## config.mk

```make
export PLATFORM = sky130hd
export DESIGN_NAME = regfile_sb_flat
export DESIGN_NICKNAME = d
export VERILOG_FILES = /design/src/rtl/regfile_sb_if.sv /design/src/rtl/regfile_sb.sv /design/src/flat_wrapper.sv
export SDC_FILE = /design/constraint.sdc
export NUM_CORES = 1
export LEC_CHECK = 0
export BUFFER_PORTS_ARGS = -buffer_cell sky130_fd_sc_hd__buf_2
export CELL_PAD_IN_SITES_DETAIL_PLACEMENT = 0
export CELL_PAD_IN_SITES_GLOBAL_PLACEMENT = 1
export CORE_MARGIN = 5
export CORE_UTILIZATION = 35
export CTS_CLUSTER_DIAMETER = 30
export DETAILED_ROUTE_END_ITERATION = 8
export GPL_ROUTABILITY_DRIVEN = 0
export PLACE_DENSITY = 0.64
export SLEW_MARGIN = 10
export SYNTH_ARGS = -nofsm -noshare
export SYNTH_HDL_FRONTEND = slang
export SYNTH_SLANG_ARGS = --single-unit
```

## constraint.sdc

```tcl
create_clock -name clk -period 8.25 [get_ports clk]
set_input_delay 1.2375 -clock clk [delete_from_list [all_inputs] [get_ports clk]]
set_output_delay 1.2375 -clock clk [all_outputs]
set_load 0.01 [all_outputs]
```

## src/rtl/regfile_sb_if.sv

```systemverilog
// Register-file access bundle: read, writeback, issue and flush signals.
// master = pipeline side (decoder/hazard/writeback), slave = register file.
interface regfile_sb_if #(
  parameter int XLEN  = 32,
  parameter int NREGS = 32
);
  localparam int AW = $clog2(NREGS);

  logic            init_done;
  logic [AW-1:0]   ra1;
  logic [AW-1:0]   ra2;
  logic [XLEN-1:0] rd1;
  logic [XLEN-1:0] rd2;
  logic            busy1;
  logic            busy2;
  logic            we;
  logic [AW-1:0]   wa;
  logic [XLEN-1:0] wd;
  logic            iss_valid;
  logic [AW-1:0]   iss_rd;
  logic            sb_flush;

  modport master (
    input  init_done, rd1, rd2, busy1, busy2,
    output ra1, ra2, we, wa, wd,
    output iss_valid, iss_rd, sb_flush
  );

  modport slave (
    output init_done, rd1, rd2, busy1, busy2,
    input  ra1, ra2, we, wa, wd,
    input  iss_valid, iss_rd, sb_flush
  );
endinterface

```

## src/rtl/regfile_sb.sv

```systemverilog
// Integer register file: 2 async read ports, 1 write port, optional
// write-to-read bypass, per-register pending scoreboard.
// Ports: clk, rst (async, active-high), rf (regfile_sb_if.slave):
//   init_done, ra1/ra2 -> rd1/rd2 + busy1/busy2, we/wa/wd writeback,
//   iss_valid/iss_rd issue, sb_flush.
module regfile_sb #(
  parameter int XLEN     = 32,
  parameter int NREGS    = 32,
  parameter bit BYPASS   = 1'b1,
  parameter bit ZERO_REG = 1'b1
) (
  input  logic        clk,
  input  logic        rst,
  regfile_sb_if.slave rf
);
  localparam int AW = $clog2(NREGS);
  localparam logic [AW-1:0] LAST = AW'(NREGS - 1);

  typedef enum logic {
    S_INIT,
    S_READY
  } state_t;

  state_t state_q, state_d;

  logic [AW-1:0]   cnt_q, cnt_d;
  logic            done_q;
  logic [XLEN-1:0] mem [NREGS];
  logic [NREGS-1:0] sb_q, sb_d;

  logic            ready;
  logic            we_eff;
  logic            wa_zero;
  logic            mem_we;
  logic [AW-1:0]   mem_wa;
  logic [XLEN-1:0] mem_wd;
  logic            hit1, hit2;

  assign ready   = (state_q == S_READY);
  assign wa_zero = ZERO_REG && (rf.wa == '0);
  assign we_eff  = ready && rf.we;

  // Sweep FSM and array write port
  always_ff @(posedge clk or posedge rst) begin
    if (rst) begin
      state_q <= S_INIT;
      cnt_q   <= '0;
      done_q  <= 1'b0;
    end else begin
      state_q <= state_d;
      cnt_q   <= cnt_d;
      done_q  <= (state_d == S_READY);
    end
  end

  always_comb begin
    state_d = state_q;
    cnt_d   = cnt_q;
    mem_we  = 1'b0;
    mem_wa  = rf.wa;
    mem_wd  = rf.wd;
    unique case (state_q)
      S_INIT: begin
        mem_we = 1'b1;
        mem_wa = cnt_q;
        mem_wd = '0;
        cnt_d  = cnt_q + 1'b1;
        if (cnt_q == LAST)
          state_d = S_READY;
      end
      S_READY: begin
        mem_we = rf.we && !wa_zero;
      end
      default: state_d = S_INIT;
    endcase
  end

  // No reset on the array so it can map to distributed RAM
  always_ff @(posedge clk) begin
    if (mem_we)
      mem[mem_wa] <= mem_wd;
  end

  // Scoreboard: set beats clear, flush beats set
  always_comb begin
    sb_d = sb_q;
    if (rf.we)
      sb_d[rf.wa] = 1'b0;
    if (rf.iss_valid)
      sb_d[rf.iss_rd] = 1'b1;
    if (rf.sb_flush)
      sb_d = '0;
    if (ZERO_REG)
      sb_d[0] = 1'b0;
  end

  always_ff @(posedge clk or posedge rst) begin
    if (rst)
      sb_q <= '0;
    else if (ready)
      sb_q <= sb_d;
  end

  // Read ports
  assign hit1 = BYPASS && we_eff && !wa_zero
                && (rf.wa == rf.ra1);
  assign hit2 = BYPASS && we_eff && !wa_zero
                && (rf.wa == rf.ra2);

  always_comb begin
    rf.rd1 = '0;
    if (!ready)
      rf.rd1 = '0;
    else if (ZERO_REG && rf.ra1 == '0)
      rf.rd1 = '0;
    else if (hit1)
      rf.rd1 = rf.wd;
    else
      rf.rd1 = mem[rf.ra1];
  end

  always_comb begin
    rf.rd2 = '0;
    if (!ready)
      rf.rd2 = '0;
    else if (ZERO_REG && rf.ra2 == '0)
      rf.rd2 = '0;
    else if (hit2)
      rf.rd2 = rf.wd;
    else
      rf.rd2 = mem[rf.ra2];
  end

  // A writeback in flight satisfies the hazard this cycle
  assign rf.busy1 = ready && sb_q[rf.ra1] && !(BYPASS && we_eff && rf.wa == rf.ra1);
  assign rf.busy2 = ready && sb_q[rf.ra2] && !(BYPASS && we_eff && rf.wa == rf.ra2);

  assign rf.init_done = done_q;
endmodule

```

## src/flat_wrapper.sv

```systemverilog
// flat-port wrapper written by rule: the top's interface ports become plain ports
module regfile_sb_flat 
#(
  parameter int XLEN     = 32,
  parameter int NREGS    = 32,
  parameter bit BYPASS   = 1'b1,
  parameter bit ZERO_REG = 1'b1
)
  (clk, rst, rf_init_done, rf_rd1, rf_rd2, rf_busy1, rf_busy2, rf_ra1, rf_ra2, rf_we, rf_wa, rf_wd, rf_iss_valid, rf_iss_rd, rf_sb_flush);
  regfile_sb_if #(.XLEN(XLEN), .NREGS(NREGS)) rf_i ();
  input  logic clk;
  input  logic rst;
  output wire logic [$bits(rf_i.init_done)-1:0] rf_init_done;
  output wire logic [$bits(rf_i.rd1)-1:0] rf_rd1;
  output wire logic [$bits(rf_i.rd2)-1:0] rf_rd2;
  output wire logic [$bits(rf_i.busy1)-1:0] rf_busy1;
  output wire logic [$bits(rf_i.busy2)-1:0] rf_busy2;
  input wire logic [$bits(rf_i.ra1)-1:0] rf_ra1;
  input wire logic [$bits(rf_i.ra2)-1:0] rf_ra2;
  input wire logic [$bits(rf_i.we)-1:0] rf_we;
  input wire logic [$bits(rf_i.wa)-1:0] rf_wa;
  input wire logic [$bits(rf_i.wd)-1:0] rf_wd;
  input wire logic [$bits(rf_i.iss_valid)-1:0] rf_iss_valid;
  input wire logic [$bits(rf_i.iss_rd)-1:0] rf_iss_rd;
  input wire logic [$bits(rf_i.sb_flush)-1:0] rf_sb_flush;
  assign rf_init_done = rf_i.init_done;
  assign rf_rd1 = rf_i.rd1;
  assign rf_rd2 = rf_i.rd2;
  assign rf_busy1 = rf_i.busy1;
  assign rf_busy2 = rf_i.busy2;
  assign rf_i.ra1 = rf_ra1;
  assign rf_i.ra2 = rf_ra2;
  assign rf_i.we = rf_we;
  assign rf_i.wa = rf_wa;
  assign rf_i.wd = rf_wd;
  assign rf_i.iss_valid = rf_iss_valid;
  assign rf_i.iss_rd = rf_iss_rd;
  assign rf_i.sb_flush = rf_sb_flush;
  regfile_sb #(.XLEN(XLEN), .NREGS(NREGS), .BYPASS(BYPASS), .ZERO_REG(ZERO_REG)) u_core (.clk(clk), .rst(rst), .rf(rf_i));
endmodule
```

==> reports/results.ini <==
[synthesis]
ys_warn_count = 0
synth_cell_types = 51
synth-seq-cells = 1061
syn_avg_cell_area_um2 = 19.17
synth_top_cell_by_area = edfxtp_1
synth_enable_flop_cells = 1024
yosysTopAreaCellShare_pct = 60.32
ys_seq_area_share_pct = 62.13
synth_area_leaders = edfxtp_1, mux4_2, mux2i_1
synthFlopType = edfxtp_1
syn_nets = 2718
syn_inst = 2659
syn_area_um2 = 50980
async_reset_ff_share_pct = 3.487

[critical_path]
cp.required_ps = 7010
cp_max_fo = 106
path_cells = buf_8, buf_12, mux4_2, mux2i_1, mux2_2, a2111oi_0, mux2_2, buf_2
cp-start-kind = primary input
slowest_delay_ps = 1120
slowest_stage = a2111oi_0
cp_common_cell = mux2_2
cp.arrival_ps = 5110
endpoint_kind = output pin
path_class = in2out

[detailed_routing]
detail-route-antenna-nets = 0
routed_wl_um = 167600
drcViolationCount = 0
met1_length_um = 64920
wl_met3_um = 14040
drt_pass1_iterations = 5
dr_wl_met2_um = 83290
wl_per_cell_um = 33.68
dr.max_layer_used = met4
vias_per_cell = 6.043
dr.first_iter.drc_count = 3625
via_count = 30070

[cts]
ctsLongestPathBuffers = 3
insertion_delay_ps = 820
post-cts-setup-buffers = 0
htree_num_levels = 4
cts_sinks = 1061
root_buffer = clkbuf_16
path_clk_slew_ps = 40
cts_hold_buf = 0
numCtsBuffers = 217
tritoncts = yes
ctsResizeCount = 0

[placement]
dp.cells = 4569
dp_hpwl_um = 91720
port_buffers = 123

[grt]
antenna_found_initial = 4
grt_pass1_vias = 31820
gr-usage-all-layers_pct = 21.63
grt_max_degree = 107
grt_pass1_wl_um = 236400
gr-total-overflow = 0

[run_status]
status = finished clean

[power]
power_mw = 15.83
ir_drop_uv = 228.9
power.leakage_nw = 20.32
power-per-cell-area_nw_per_um2 = 258.2

[floorplan]
fp.dieH_um = 391.6
die_area_um2 = 153400
boundaryPins = 124
num_rows = 140
initial_core_util_pct = 35.11
die_w_um = 391.6
core_area_um2 = 145200

[layout]
n_antenna_cell = 0
final_nets = 2930
finalNonFillerCells = 4976
area_delta_synth_final_pct = 20.29
drive_gt1_share_pct = 38.08

[timing]
final_max_slew_viol_count = 0
max_freq_mhz = 157.5
period_share_pct = 76.97
final-hold-violation-count = 0
tns_ps = 0
setup_viol = 0
min_period_ps = 6350
worst_pin_slew_ps = 1289
finClkSkew_ps = 45.70
timing.slew.headroom_pct = 11.87
rsz0062_at_grt = no
whs_ps = 511.6

[run]
max_cap_violations = 0

[hold_path]
min_path_type = reg2reg

==> kinds of logic after synthesis <==
kind of cell	Yosys count	synth area share [%]
xor gates and xnor gates	13	0.2233
muxes	810	28.99
adders and majority gates	2	0.04908
DFF	1061	62.13
buffers and inverters	213	2.346
AOI/OAI and AO/OA	302	3.772
and+or+nand+nor	258	2.486
==> critical path: cells and delay by family <==
family	cells	cell delay [ps]
AOI/OAI and AO/OA	1	1120
buffers and inverters	3	1340
muxes	4	1080
==> layout by cell type, fill, tap and decap left out, types with 6 or more instances in the layout <==
master and count:
o21ai_1 33, a221oi_1 39, clkinv_2 40, nor2_4 32, nor2_1 33, buf_4 75
clkbuf_16 221, a21oi_1 58, o21ai_0 82, clkinv_1 22, o22ai_1 11, mux4_2 531
clkbuf_1 22, bufinv_16 27, clkbuf_8 6, inv_6 13, nand3_1 13, nand2b_1 8
nor2b_1 30, a2111oi_0 8, xor2_1 10, and2_1 33, inv_16 6, clkinv_4 20
mux2_2 21, edfxtp_1 1024, nor3b_1 6, clkinvlp_4 26, nor3_1 10, dfrtp_1 36
buf_2 115, nand2_1 66, mux2i_1 258, a211oi_1 45
==> per-stage QoR <==
stage	setup slack (ps)	util (%)	cell area, um^2
after detailed placement	2064	37.04	53790
after floorplan	3994	-	50980
after CTS	2050	42.23	61320
after global routing	1865	42.23	61320
final	1900	42.23	61320
after global placement	2070	37.04	53790
==> routing by layer <==
metal	global-route usage, %	vias up
li1	-	11920
met1	27.84	16260
met2	36.38	1575
met3	4.758	311
met4	7.530	0
met5	0	-
==> cell type report <==
| cell class | instances | area [um^2] |
|---|---|---|
| clock inverter | 159 | 1846 |
| fill | 12440 | 83890 |
| clock buffer | 248 | 5682 |
| inverter | 6 | 23.77 |
| multi-input combinational | 1385 | 18380 |
| sequential | 1061 | 31680 |
| timing repair buffer | 200 | 1313 |
| tap | 1917 | 2399 |
==> power breakdown <==
group          leakage, nW  switching (mW)  internal, mW  total, mW
Sequential            9.73         0.00427          5.94       5.95
Combinational         6.97           0.648         0.416       1.06
Clock                 3.62            3.01          5.81       8.82
==> synthesized netlist by cell type (33+ instances only) <==
| library cell | instances |
|---|---|
| a211oi_1 | 45 |
| mux2i_1 | 258 |
| a221oi_1 | 39 |
| buf_2 | 59 |
| dfrtp_1 | 37 |
| buf_4 | 36 |
| clkbuf_1 | 71 |
| nand2_1 | 66 |
| o21ai_1 | 33 |
| and2_1 | 33 |
| mux4_2 | 531 |
| nor2_1 | 67 |
| edfxtp_1 | 1024 |
| a21oi_1 | 58 |
| o21ai_0 | 82 |
==> flip-flops by register name (all words and copies together) (netlist names) <==
name / cells
u_core.mem: 1024
u_core.cnt_q: 5
u_core.sb_q: 31
u_core.ready: 1
==> worst paths after layout <==
check                                start                 end  slack, ps  cells past startpoint
max reg2reg                   u_core.ready  u_core.mem[30][27]       4110                      6
min reg2reg                u_core.cnt_q[0]     u_core.cnt_q[0]        510                      1
max in group asynchronous              rst        u_core.ready       7300                      3
max                              rf_ra1[1]           rf_rd1[9]       1900                      8
min                        u_core.cnt_q[0]     u_core.cnt_q[0]        510                      1
min in group asynchronous              rst     u_core.sb_q[31]        540                      3
Power figures use the tool's default switching activity.
